$ cat src/rtl/register_file_pkg.sv
`default_nettype none
// ============================================================================
// Module      : register_file_pkg
// Description : Shared types and helpers for the multi-port register file.
// Revision    : 1.0 - initial release
// ============================================================================
package register_file_pkg;

  typedef enum logic [0:0] {
    ST_IDLE  = 1'b0,
    ST_CLEAR = 1'b1
  } rf_state_t;

  function automatic int clog2(input int value);
    int r;
    int v;
    r = 0;
    v = value - 1;
    while (v > 0) begin
      r = r + 1;
      v = v >> 1;
    end
    return r;
  endfunction

  function automatic int depth_of(input int addr_w);
    return 1 << addr_w;
  endfunction

endpackage
`default_nettype wire

$ cat src/rtl/rf_read_port.sv
`default_nettype none
// ============================================================================
// Module      : rf_read_port
// Description : One registered read port with zero / bypass / hold selection.
// Revision    : 1.0 - initial release
// ============================================================================
module rf_read_port #(
  parameter int DATA_W   = 32,
  parameter int ADDR_W   = 5,
  parameter int ZERO_REG = 1,
  parameter int BYPASS   = 1
) (
  input  logic              i_clk,
  input  logic              i_arstn,
  input  logic              i_re,
  input  logic [ADDR_W-1:0] i_ra,
  input  logic              i_idle,
  input  logic              i_wr_eff,
  input  logic [ADDR_W-1:0] i_rw,
  input  logic [DATA_W-1:0] i_wdata,
  input  logic [DATA_W-1:0] i_arr_data,
  output logic [DATA_W-1:0] o_data
);

  logic [DATA_W-1:0] r_data;
  logic [DATA_W-1:0] w_data_nxt;

  always_comb begin
    w_data_nxt = r_data;
    if (i_re) begin
      if (!i_idle)
        w_data_nxt = '0;
      else if ((ZERO_REG != 0) && (i_ra == '0))
        w_data_nxt = '0;
      else if ((BYPASS != 0) && i_wr_eff && (i_rw == i_ra))
        w_data_nxt = i_wdata;
      else
        w_data_nxt = i_arr_data;
    end
  end

  always_ff @(posedge i_clk or negedge i_arstn) begin
    if (!i_arstn)
      r_data <= '0;
    else
      r_data <= w_data_nxt;
  end

  assign o_data = r_data;

endmodule
`default_nettype wire

$ cat src/rtl/register_file_mp.sv
`default_nettype none
// ============================================================================
// Module      : register_file_mp
// Description : Flip-flop register file, N_RD read ports, one write port,
//               write-first bypass and a sequenced bulk-clear engine.
// Revision    : 1.0 - initial release
// ============================================================================
module register_file_mp
  import register_file_pkg::*;
#(
  parameter int DATA_W   = 32,
  parameter int ADDR_W   = 5,
  parameter int N_RD     = 2,
  parameter int ZERO_REG = 1,
  parameter int BYPASS   = 1
) (
  input  logic                     i_clk,
  input  logic                     i_arstn,
  input  logic [N_RD*ADDR_W-1:0]   i_RA,
  input  logic [N_RD-1:0]          i_RE,
  output logic [N_RD*DATA_W-1:0]   o_BUS,
  input  logic                     i_WE,
  input  logic [ADDR_W-1:0]        i_RW,
  input  logic [DATA_W-1:0]        i_BUS_W,
  input  logic                     i_CLR,
  output logic                     o_BUSY
);

  localparam int c_depth = depth_of(ADDR_W);
  localparam int c_cnt_w = clog2(c_depth);
  localparam logic [c_cnt_w-1:0] c_last = c_cnt_w'(c_depth - 1);

  logic [DATA_W-1:0]  r_mem [c_depth];
  rf_state_t          r_state;
  rf_state_t          w_state_nxt;
  logic [c_cnt_w-1:0] r_cnt;
  logic [c_cnt_w-1:0] w_cnt_nxt;
  logic               w_idle;
  logic               w_clr_en;
  logic               w_wr_eff;

  always_ff @(posedge i_clk or negedge i_arstn) begin
    if (!i_arstn) begin
      r_state <= ST_IDLE;
      r_cnt   <= '0;
    end else begin
      r_state <= w_state_nxt;
      r_cnt   <= w_cnt_nxt;
    end
  end

  always_comb begin
    w_state_nxt = r_state;
    w_cnt_nxt   = r_cnt;
    case (r_state)
      ST_IDLE: begin
        if (i_CLR) begin
          w_state_nxt = ST_CLEAR;
          w_cnt_nxt   = '0;
        end
      end
      ST_CLEAR: begin
        if (r_cnt == c_last) begin
          w_state_nxt = ST_IDLE;
          w_cnt_nxt   = '0;
        end else begin
          w_cnt_nxt = r_cnt + 1'b1;
        end
      end
      default: begin
        w_state_nxt = ST_IDLE;
        w_cnt_nxt   = '0;
      end
    endcase
  end

  // Writes to r0 are squashed here so the bypass path never forwards them.
  always_comb begin
    w_idle   = (r_state == ST_IDLE);
    w_clr_en = (r_state == ST_CLEAR);
    o_BUSY   = w_clr_en;
    w_wr_eff = i_WE && w_idle && !((ZERO_REG != 0) && (i_RW == '0));
  end

  always_ff @(posedge i_clk or negedge i_arstn) begin
    if (!i_arstn) begin
      for (int i = 0; i < c_depth; i++)
        r_mem[i] <= '0;
    end else if (w_clr_en) begin
      r_mem[r_cnt] <= '0;
    end else if (w_wr_eff) begin
      r_mem[i_RW] <= i_BUS_W;
    end
  end

  for (genvar k = 0; k < N_RD; k++) begin : g_rd_port
    logic [ADDR_W-1:0] w_ra;
    logic [DATA_W-1:0] w_arr_rd;

    assign w_ra     = i_RA[k*ADDR_W +: ADDR_W];
    assign w_arr_rd = r_mem[w_ra];

    rf_read_port #(
      .DATA_W   (DATA_W),
      .ADDR_W   (ADDR_W),
      .ZERO_REG (ZERO_REG),
      .BYPASS   (BYPASS)
    ) u_rd_port (
      .i_clk      (i_clk),
      .i_arstn    (i_arstn),
      .i_re       (i_RE[k]),
      .i_ra       (w_ra),
      .i_idle     (w_idle),
      .i_wr_eff   (w_wr_eff),
      .i_rw       (i_RW),
      .i_wdata    (i_BUS_W),
      .i_arr_data (w_arr_rd),
      .o_data     (o_BUS[k*DATA_W +: DATA_W])
    );
  end

endmodule
`default_nettype wire

$ cat config.mk
export PLATFORM = sky130hd
export DESIGN_NAME = register_file_mp
export DESIGN_NICKNAME = d
export VERILOG_FILES = /design/src/rtl/register_file_pkg.sv /design/src/rtl/rf_read_port.sv /design/src/rtl/register_file_mp.sv
export SDC_FILE = /design/constraint.sdc
export NUM_CORES = 2
export LEC_CHECK = 0
export CAP_MARGIN = 0
export CORE_AREA = 2 2 387 389
export DETAILED_ROUTE_END_ITERATION = 10
export DIE_AREA = 0 0 389 391
export MAX_ROUTING_LAYER = met4
export PLACE_DENSITY = 0.5
export SYNTH_ARGS = -nofsm -noshare
export SYNTH_HDL_FRONTEND = slang
export SYNTH_SLANG_ARGS = --single-unit
$ cat constraint.sdc
create_clock -name i_clk -period 2.6 [get_ports i_clk]
set_input_delay 0.65 -clock i_clk [delete_from_list [all_inputs] [get_ports i_clk]]
set_output_delay 0.65 -clock i_clk [all_outputs]
set_load 0.005 [all_outputs]
==> flow_summary.yaml <==
cells_and_area:
  final_common_cell: "dfrtp_1"
  fin_nets: 4837
  layout_common_cells: "1,093 x dfrtp_1, 1,006 x a22o_1, 641 x mux2i_1"
  areaGrowthSynthToFinish_pct: 25.8
  drive_above_1_share_pct: 24.2
global_route:
  first_global_vias: 46100
  antenna_found_initial: 4
  grt_pass1_wl_mm: 360
  grt_max_degree: 95
  grt_use_total_pct: 34.0
  overflow: 0
timing:
  maxSlewHeadroom_pct: 16.5
  finalSetupViolations: 0
  tightestPinTransition_ns: 1.25
  hold_viol: 0
  finalMaxSlewViolations: 0
  max_freq_ghz: 0.397
  finClkSkew_ns: 0.0250
  fin_hold_ws_ns: 0.440
  min_period_over_period_pct: 97.0
  rsz0062_at_grt: "false"
  period_needed_ns: 2.52
die:
  core_area_um2: 149000
  die-area_um2: 152000
  start_util_pct: 37.6
  die_h_um: 391
  io-pin-count: 118
  die_w_um: 389
  num_rows: 142
critical_path:
  crit_slowest_cell: "clkdlybuf4s50_1"
  path_buf_inv: 1
  crit_path_start_kind: "flop"
  path_delay_family: "buffers and inverters"
  worstPathMaxFanout: 2
  endpoint_kind: "output pin"
  path_cells: "clkdlybuf4s50_1"
  worstPathArrival_ns: 1.87
  crit_type: "flop to output pin"
  cp.required_ns: 1.95
  crit_path_max_incr_delay_ns: 0.57
routing:
  drc: 0
  via_count: 46200
  routed_wl_mm: 253
  avgViaCountPerCell: 6.78
  first_pass_iters: 6
  drtIter0Drc: 5290
  detail_route.wl_per_cell_um: 37.1
  ant_nets: 0
pwr:
  power_density_nw_per_um2: 756
  peakVddDrop_mv: 0.653
  cellLeakagePower_nw: 32.1
  p_total_mw: 53.1
clock_tree:
  cts.path.max_buffers: 3
  cts_tree: "yes"
  cts_made_buffers: 131
  htreeDepth: 4
  insertion_delay_ns: 0.78
  cts_sinks: 1094
  clk_pin_slew_ns: 0.06
  cts-root-buf: "clkbuf_16"
synth:
  seq_area_frac_synth_pct: 49.1
  yosys_warnings: 0
  ys_async_sr_fraction_pct: 100
  synth.net_count: 4499
  synth_cell_types: 49
  ys.flop_type: "dfrtp_1"
  synth_edf_count: 0
  synth-seq-cells: 1094
  syn-cell-area_um2: 55800
  synth_area_per_cell_um2: 12.6
  synth_cells: 4441
placed_design:
  io_buffers: 117
  dp_hpwl_mm: 169
  place_congestion: 0.933
run_status:
  status: "finished, final reports clean"
min_path:
  hp-class: "input port to asynchronous set/reset pin"
job:
  cap_viol_max_count: 0
## metal layers
layer / vias up / share of wire (%) / GRT usage (%)
li1: 18400 / - / -
met5: - / 0 / -
met1: 24500 / 42 / 45.7
met2: 2690 / 45 / 50.4
met3: 609 / 8.1 / 6.17
met4: 0 / 4.7 / 14.7
## report_power, final
| group | switching (mW) | total (mW) | internal, mW |
|---|---|---|---|
| clock | 7.74 | 18.7 | 11.0 |
| combinational | 6.58 | 12.4 | 5.82 |
| sequential | 2.34 | 21.9 | 19.6 |
| total | 16.7 | 53.1 | 36.4 |
## sequential cells by signal, indices dropped and copies added (netlist names)
signal,cells
g_rd_port.u_rd_port.o_data,64
o_BUSY,1
r_cnt,5
r_mem,1024
## cell usage after synthesis (2+ instances only)
| cell | number | area share, % |
|---|---|---|
| a2111oi_0 | 8 | 0.13 |
| a2111oi_1 | 5 | 0.090 |
| a211oi_1 | 17 | 0.23 |
| a21oi_1 | 50 | 0.45 |
| a221o_1 | 64 | 1.1 |
| a221oi_1 | 30 | 0.47 |
| a22o_1 | 1006 | 16 |
| a22oi_1 | 273 | 3.7 |
| a31oi_1 | 2 | 0.022 |
| and2_1 | 38 | 0.43 |
| and3_1 | 5 | 0.056 |
| buf_1 | 61 | 0.41 |
| buf_2 | 72 | 0.65 |
| buf_4 | 6 | 0.081 |
| buf_6 | 12 | 0.24 |
| clkbuf_1 | 424 | 2.9 |
| dfrtp_1 | 1094 | 49 |
| ha_1 | 5 | 0.11 |
| inv_1 | 8 | 0.054 |
| mux2_2 | 31 | 0.63 |
| mux2i_1 | 641 | 12 |
| mux4_2 | 192 | 7.8 |
| nand2_1 | 25 | 0.17 |
| nand3_1 | 134 | 1.2 |
| nand3b_1 | 6 | 0.081 |
| nand4_1 | 32 | 0.36 |
| nor2_1 | 37 | 0.25 |
| nor2b_1 | 42 | 0.47 |
| nor3_1 | 19 | 0.17 |
| o21ai_0 | 4 | 0.036 |
| o221ai_1 | 32 | 0.50 |
| o22ai_1 | 31 | 0.35 |
| o31ai_1 | 2 | 0.027 |
| o32ai_1 | 3 | 0.047 |
| or3_1 | 3 | 0.034 |
| or3b_2 | 4 | 0.063 |
| xnor2_1 | 10 | 0.16 |
| xor2_1 | 2 | 0.031 |
## cell type report
type	instances	area (um2)
clock inverters	35	428
clock buffers	196	3870
inverters	8	30.0
repair buffers	780	9350
flip-flops and latches	1094	27400
multi-input cells	2764	26700
fillers	13200	78300
well taps	1944	2430
diodes	2	5.00
## stage by stage
step | setup slack (ns) | instances | instance area [um2] | setup TNS (ns) | utilization [%]
final | 0.0784 | 6823 | 70200 | 0 | 47.3
after global routing | 0.0453 | 6822 | 70200 | 0 | 47.3
after CTS | 0.0341 | 6821 | 70200 | 0 | 47.3
after detailed placement | -0.627 | 6589 | 65900 | -214.34 | 44.4
after global placement | -0.706 | 6589 | 65900 | -211.75 | 44.4
after floorplan | 0.0430 | 4441 | 55800 | 0 | -
## worst paths after layout
kind | startpoint | endpoint | slack (ns) | cells after the start
worst min register to register | r_mem[1006]$_DFFE_PN0P_ | r_mem[1006]$_DFFE_PN0P_ | 0.51 | 1
worst min-delay path | i_arstn | r_mem[672]$_DFFE_PN0P_ | 0.44 | 2
max in group asynchronous | i_arstn | r_mem[20]$_DFFE_PN0P_ | 1.15 | 3
worst max-delay path | g_rd_port[0].u_rd_port.o_data[0]$_DFFE_PN0P_ | o_BUS[0] | 0.08 | 1
min in group i_clk | r_mem[1006]$_DFFE_PN0P_ | r_mem[1006]$_DFFE_PN0P_ | 0.51 | 1
worst max register to register | r_cnt[0]$_DFFE_PN0P_ | r_mem[429]$_DFFE_PN0P_ | 0.14 | 6
## cells by family (layout without fill, tap and decap cells)
group,after synthesis,count (layout),synth area share (%)
AOI/OAI and AO/OA,1534,1534,23.1
xor gates and xnor gates,12,12,0.188
adders and majority gates,5,5,0.112
buffers and inverters,583,1019,4.29
DFF,1094,1094,49.1
muxes,864,864,19.9
other,0,2,0
and+or+nand+nor,349,349,3.34
## repair_timing
item,4_1_cts,5_1_grt
resized for setup,1,0
endpoints found under the hold margin,21,0
buffers inserted,0,0
hold buffers,1,0
setup endpoints to repair,1,0
(Power assumes the default switching activity.)
